## src/rtl/move_input_arbiter.sv

```systemverilog
// Button conditioner and fixed-priority move arbiter for the Tetris CPU (clk25 domain).
// Optional MOVE_ARB_DROP_CNT_EN adds drop_count, a saturating count of coalesced events.
module move_btn_cond #(
  parameter int DEBOUNCE_CYCLES = 250000,
  parameter int REPEAT_DELAY    = 5000000,
  parameter int REPEAT_PERIOD   = 1250000,
  parameter int CNT_W           = 24,
  parameter bit REPEAT_EN       = 1'b1
) (
  input  logic clk,
  input  logic reset,
  input  logic raw,
  input  logic warmDone,
  output logic level,
  output logic evt
);
  localparam logic [CNT_W-1:0] DB_LAST   = CNT_W'(DEBOUNCE_CYCLES - 1);
  localparam logic [CNT_W-1:0] RD_LAST   = CNT_W'(REPEAT_DELAY - 1);
  localparam logic [CNT_W-1:0] RP_RELOAD = CNT_W'(REPEAT_DELAY - REPEAT_PERIOD);

  logic             meta, sync, deb, armed, flip, repEv;
  logic [CNT_W-1:0] dcnt, rcnt;

  assign flip  = (sync != deb) && (dcnt == DB_LAST);
  assign repEv = REPEAT_EN && deb && !flip && (rcnt == RD_LAST);
  // A button held through reset stays unarmed until it is seen released.
  assign evt   = armed && ((flip && sync) || repEv);
  assign level = deb;

  always_ff @(posedge clk or posedge reset) begin
    if (reset) begin
      meta  <= 1'b0;
      sync  <= 1'b0;
      deb   <= 1'b0;
      armed <= 1'b0;
      dcnt  <= '0;
      rcnt  <= '0;
    end else begin
      meta <= raw;
      sync <= meta;
      if (warmDone && !deb && !sync) armed <= 1'b1;
      if (sync == deb) dcnt <= '0;
      else if (flip) begin
        deb  <= sync;
        dcnt <= '0;
      end else dcnt <= dcnt + 1'b1;
      if (!deb || flip)        rcnt <= '0;
      else if (rcnt == RD_LAST) rcnt <= RP_RELOAD;
      else                     rcnt <= rcnt + 1'b1;
    end
  end
endmodule

module move_input_arbiter #(
  parameter int DEBOUNCE_CYCLES = 250000,
  parameter int REPEAT_DELAY    = 5000000,
  parameter int REPEAT_PERIOD   = 1250000,
  parameter int CNT_W           = 24
) (
  input  logic       clk,
  input  logic       reset,
  input  logic       btn_left,
  input  logic       btn_right,
  input  logic       btn_down,
  input  logic       btn_rotate,
  input  logic       cmd_ack,
  output logic       cmd_valid,
  output logic       move_left,
  output logic       move_right,
  output logic       move_down,
  output logic       move_rotate,
  output logic [3:0] held
`ifdef MOVE_ARB_DROP_CNT_EN
  ,
  output logic [7:0] drop_count
`endif
);
  localparam int NUM_BTN = 4;

  typedef enum logic [1:0] {IDLE, ISSUE, GAP} state_t;

  state_t               state;
  logic [NUM_BTN-1:0]   raw, evt, pending, sel, cmd, clr;
  logic [1:0]           warm;
  logic                 warmDone, cmdValid;

  assign raw      = {btn_rotate, btn_down, btn_right, btn_left};
  assign warmDone = &warm;

  for (genvar i = 0; i < NUM_BTN; i++) begin : g_btn
    move_btn_cond #(
      .DEBOUNCE_CYCLES(DEBOUNCE_CYCLES),
      .REPEAT_DELAY   (REPEAT_DELAY),
      .REPEAT_PERIOD  (REPEAT_PERIOD),
      .CNT_W          (CNT_W),
      .REPEAT_EN      (i != 3)
    ) u_cond (
      .clk     (clk),
      .reset   (reset),
      .raw     (raw[i]),
      .warmDone(warmDone),
      .level   (held[i]),
      .evt     (evt[i])
    );
  end

  // Priority rotate > down > left > right.
  always_comb begin
    sel = '0;
    if      (pending[3]) sel[3] = 1'b1;
    else if (pending[2]) sel[2] = 1'b1;
    else if (pending[0]) sel[0] = 1'b1;
    else if (pending[1]) sel[1] = 1'b1;
  end

  assign clr = (state == ISSUE && cmd_ack) ? cmd : '0;

  always_ff @(posedge clk or posedge reset) begin
    if (reset) begin
      state    <= IDLE;
      warm     <= '0;
      pending  <= '0;
      cmd      <= '0;
      cmdValid <= 1'b0;
    end else begin
      if (!warmDone) warm <= warm + 1'b1;
      // An event landing on the ack edge re-arms the bit being cleared.
      pending <= (pending & ~clr) | evt;
      case (state)
        IDLE: if (|pending) begin
          cmd      <= sel;
          cmdValid <= 1'b1;
          state    <= ISSUE;
        end
        ISSUE: if (cmd_ack) begin
          cmd      <= '0;
          cmdValid <= 1'b0;
          state    <= GAP;
        end
        GAP:     state <= IDLE;
        default: state <= IDLE;
      endcase
    end
  end

`ifdef MOVE_ARB_DROP_CNT_EN
  logic [NUM_BTN-1:0] drop;
  logic [2:0]         nDrop;
  logic [8:0]         dropSum;

  always_comb begin
    drop  = evt & pending & ~clr;
    nDrop = '0;
    for (int i = 0; i < NUM_BTN; i++) nDrop = nDrop + 3'(drop[i]);
    dropSum = {1'b0, drop_count} + 9'(nDrop);
  end

  always_ff @(posedge clk or posedge reset) begin
    if (reset)               drop_count <= '0;
    else if (dropSum > 9'd255) drop_count <= 8'd255;
    else                     drop_count <= dropSum[7:0];
  end
`endif

  assign cmd_valid   = cmdValid;
  assign move_left   = cmd[0];
  assign move_right  = cmd[1];
  assign move_down   = cmd[2];
  assign move_rotate = cmd[3];
endmodule

```

## config.mk

```make
export PLATFORM = sky130hd
export DESIGN_NAME = move_input_arbiter
export DESIGN_NICKNAME = d
export VERILOG_FILES = /design/src/rtl/move_input_arbiter.sv
export SDC_FILE = /design/constraint.sdc
export NUM_CORES = 1
export LEC_CHECK = 0
export ABC_AREA = 1
export ABC_CLOCK_PERIOD_IN_PS = 17900
export BUFFER_PORTS_ARGS = -buffer_cell sky130_fd_sc_hd__buf_2
export CAP_MARGIN = 20
export CORE_MARGIN = 8
export CORE_UTILIZATION = 60
export CTS_CLUSTER_SIZE = 20
export DETAILED_ROUTE_END_ITERATION = 16
export GPL_TIMING_DRIVEN = 1
export PLACE_DENSITY_LB_ADDON = 0.25
export SYNTH_ARGS = -nofsm -noshare
export SYNTH_HDL_FRONTEND = slang
export SYNTH_SLANG_ARGS = --single-unit
```

## constraint.sdc

```tcl
create_clock -name clk -period 17.9 [get_ports clk]
set_input_delay 3.58 -clock clk [delete_from_list [all_inputs] [get_ports clk]]
set_output_delay 3.58 -clock clk [all_outputs]
set_load 0.005 [all_outputs]
```

==> metrics.log <==
INFO  metric critPathArrivalTime = 5.24 ns
INFO  metric worst_hold_path_type = flop to flop
INFO  metric floorplan.die_area = 23,590 um2
INFO  metric yosysSeqAreaShare = a little over two fifths
INFO  metric post_synth_mux_area_share = less than 1%
INFO  metric max_slew_margin = a little under two fifths
INFO  metric finalWeightedCongestion = 0.9270
INFO  metric synth.ff_latch_count = slightly below 200
INFO  metric finalClockSkew = approximately 0.0068 ns
INFO  metric max_cap_viol_count = 0
INFO  metric grt_remaining_overflow = 0
INFO  metric post_synth_most_frequent_cells = nand2_1, nor2_1, inv_1
INFO  metric postRouteAntennaNets = 0
INFO  metric r2r_slack = around 16 ns
INFO  metric timing.hold.worst.start = g_btn[2].u_cond.meta
INFO  metric grt_max_degree = about 120
INFO  metric clkSlewWorstSetupHoldPaths = approximately 0.060 ns
INFO  metric synthDistinctLibCells = 44
INFO  metric status = completed
INFO  metric synth.top_cell.area_share = ~43%
INFO  metric post_cts_resize_count = 0
INFO  metric critPathRequiredTime = ~18 ns
INFO  metric cts.repair_timing.setup_buffer_count = 0
INFO  metric cts-hold-fix-buffers = 0
INFO  metric whs_path_depth = 0
INFO  metric clk_path_buf_depth = 2
INFO  metric vias_per_cell = about 5.4
INFO  metric power.leakage = between 5 and 6 nW
INFO  metric seq_cell_area = 4930 um2
INFO  metric post_synth_fa_ha_maj_area_fraction = 0.8813%
INFO  metric flow.area_growth_from_synthesis = 8.120%
INFO  metric yosys_warnings = 0
INFO  metric whs_endpoint = g_btn[2].u_cond.sync
INFO  metric chipHeight = ~150 um
INFO  metric setup.worst_path.start_class = primary input
INFO  metric ys_dominant_reg_cell = dfrtp_1
INFO  metric fillerInstances = about 1,600
INFO  metric tritoncts.num_buffers = 17
INFO  metric timing.critical_path.buf_inv = 3
INFO  metric global_route.usage.met3 = under 10%
INFO  metric synth_top_family_by_area = simple AND/OR/NAND/NOR gates
INFO  metric endpoint_of_the_most_critical_register_to_register_path = g_btn[2].u_cond.rcnt[18]
INFO  metric number_of_cell_instances_on_the_worst_register_to_register_path = 6
INFO  metric design_area = between 10,000 and 15,000 um2
INFO  metric critical_path.endpoint_type = asynchronous set/reset pin
INFO  metric tightest_slew = approximately 0.95 ns
INFO  metric synthesis.area = around 11,000 um2
INFO  metric routing_usage_on_met1 = between 20% and 30%
INFO  metric irDropWorstVdd = just over 0.00006 V
INFO  metric tritoncts_clock_tree = built
INFO  metric gr-usage-all-layers = 21.54%
INFO  metric synth-edff-count = 0
INFO  metric regToRegStartpoint = g_btn[2].u_cond.rcnt[0]
INFO  metric cts-root-buf = clkbuf_16
INFO  metric crit_path_max_fanout = 120
INFO  metric antenna_found_initial = 0
INFO  metric synth-compound-area-share = between 4 and 5%
INFO  metric synth_top_area_cell = dfrtp_1
INFO  metric post-dp-hpwl = between 15,000 and 20,000 um
INFO  metric pwr_density_cell = 75.37 nW/um2
INFO  metric worstPathCellList = buf_2, inv_8, buf_4
INFO  metric diodes_inserted = 0
INFO  metric yosysMostFrequentCell = nand2_1
INFO  metric timing.critical_path.slowest_cell_delay = just under 0.9 ns
INFO  metric timing.hold.ws = about 0.35 ns
INFO  metric drive_above_1_share = 7.874%
INFO  metric first_iter_violations = between 800 and 900
INFO  metric rsz_0062_raised_after_global_routing = false
INFO  metric synth.area.top_cells = dfrtp_1, nand2_1, nor2_1
INFO  metric global_route_wire_length_before_repair = ~43,000 um
INFO  metric io_buffer_count = 15
INFO  metric synth_cells = around 1,600
INFO  metric numClockSinks = 197
INFO  metric setup_ws = 13.08 ns
INFO  metric firstDrtPassIters = 6
INFO  metric tns = 0 ns
INFO  metric finalMaxSlewViolations = 0
INFO  metric coreArea = ~19,000 um2
INFO  metric timing.final.hold_violations = 0
INFO  metric syn-num-nets = around 1,600
INFO  metric cell_family_contributing_the_most_delay_on_the_critical_path = buffers and inverters
INFO  metric timing.setup.critical_path_class = primary input to asynchronous set/reset pin
INFO  metric drc = 0
INFO  metric htreeDepth = 4
INFO  metric fp.dieW = approximately 150 um
INFO  metric fraction_of_the_cycle_the_final_worst_path_needs = a little over a quarter
INFO  metric placement.setup.worst_slack = 12.54 ns
INFO  metric worst_path_max_delay_cell = buf_4
INFO  metric synth_xor_area_share = under 10%
INFO  metric grt.busiest_layer = met2
INFO  metric fmax = about 0.21 GHz
INFO  metric totalWireLength = between 20,000 and 25,000 um
INFO  metric detailroute.via_count = 9,958
INFO  metric synth_async_sr_flop_share = between 90% and 100%
INFO  metric finalWorstPathRequiredPeriod = 4.815 ns
INFO  metric simple_gate_portion_of_the_synthesized_area = 38.82%
INFO  metric initial_utilization = 60.92%
INFO  metric syn_area_per_cell = between 7 and 8 um2
INFO  metric global_route.usage.met2 = 36.45%
INFO  metric fp-row-count = 50
INFO  metric dpl-instance-area = between 10,000 and 15,000 um2
INFO  metric worst_skew_pair.late_latency = 0.43 ns
INFO  metric multi_input_gate_area = 5453 um2
INFO  metric setup_viol_count_final = 0
INFO  metric num-nets-final = roughly 1,600
INFO  metric routed_wire_length_per_instance = around 13 um
INFO  metric first_global_vias = between 9,000 and 10,000
INFO  metric floorplan.io_pins = 16
layout make-up:
type	instances	share of cell area [%]
Timing Repair Buffer	17	0.7336
Clock inverter	7	0.9578
Inverter	234	7.255
Sequential cell	197	40.15
Tap cell	234	2.384
Clock buffer	25	4.117
Multi-Input combinational cell	1133	44.41
layer usage:
layer	wire length [um]	vias up
li1	-	5005
met1	11300	4662
met2	11990	247
met3	1182	44
met4	444	0
met5	0	-
kinds of logic (layout without fill, tap and decap cells):
logic type                 Yosys count  count (layout)
and+or+nand+nor                    984             984
buffers and inverters              245             283
DFF                                197             197
AOI/OAI and AO/OA                   91              91
xor gates and xnor gates            49              49
adders and majority gates            8               8
muxes                                1               1
where the power goes:
group | leakage (nW) | internal, mW | switching [mW]
clock | 0.307 | 0.239 | 0.161
sequential | 2.68 | 0.459 | 0.0109
combinational | 2.51 | 0.0170 | 0.0382
total | 5.50 | 0.715 | 0.210
cell usage in the layout, fill, tap and decap left out, types with 3 or more instances in the layout:
cell         n
a21o_1       3
a21oi_1     28
a31oi_1     12
buf_2       15
bufinv_16    3
clkbuf_1     3
clkbuf_16   17
clkbuf_8     5
dfrtp_1    197
ha_1         8
inv_1      219
inv_2       11
nand2_1    392
nand2_2     17
nand2_4      7
nand3_1     98
nand3_2      7
nand3b_1     5
nand4_1     42
nor2_1     302
nor2_2       8
nor2_4      12
nor3_1      66
nor3_2       8
nor3b_1      9
nor4_1       4
o21ai_0     31
o21ai_1      8
xnor2_1     12
xor2_1      37
sequential cells by signal, indices dropped and copies added (netlist names):
| register | count |
|---|---|
| g_btn.u_cond.dcnt | 96 |
| g_btn.u_cond.level | 4 |
| cmd_valid | 1 |
| g_btn.u_cond.armed | 4 |
| state | 2 |
| pending | 4 |
| g_btn.u_cond.rcnt | 72 |
| g_btn.u_cond.sync | 4 |
| cmd | 4 |
| warm | 2 |
| g_btn.u_cond.meta | 4 |
worst max path at each step:
stage	startpoint	to	slack [ns]	depth (start not counted)
CTS	reset	g_btn[1].u_cond.dcnt[23]	13.01	3
global placement	reset	g_btn[1].u_cond.dcnt[14]	12.55	3
global route	reset	g_btn[1].u_cond.dcnt[10]	12.75	3
detailed placement	reset	g_btn[1].u_cond.dcnt[19]	12.54	3
floorplan	reset	cmd[0]	8.95	1
finish	reset	g_btn[1].u_cond.rcnt[10]	13.08	3
worst register-to-register path: stages, from the launching register on:
cell	delay, ns
dfrtp_1	0.38
ha_1	0.20
nand3_1	0.15
nor3_1	0.32
nand3_1	0.31
nand3_1	0.40
nor2_1	0.10
metrics by stage:
stage / total power, mW / utilization, % / std cells
floorplan: 0.5138 / - / 1575
global placement: 0.5324 / 62.52 / 1815
detailed placement: 0.5346 / 62.52 / 1815
CTS: 0.9328 / 65.87 / 1847
global route: 0.9573 / 65.87 / 1847
finish: 0.9255 / 65.87 / 1847
Power figures use the tool's default switching activity.
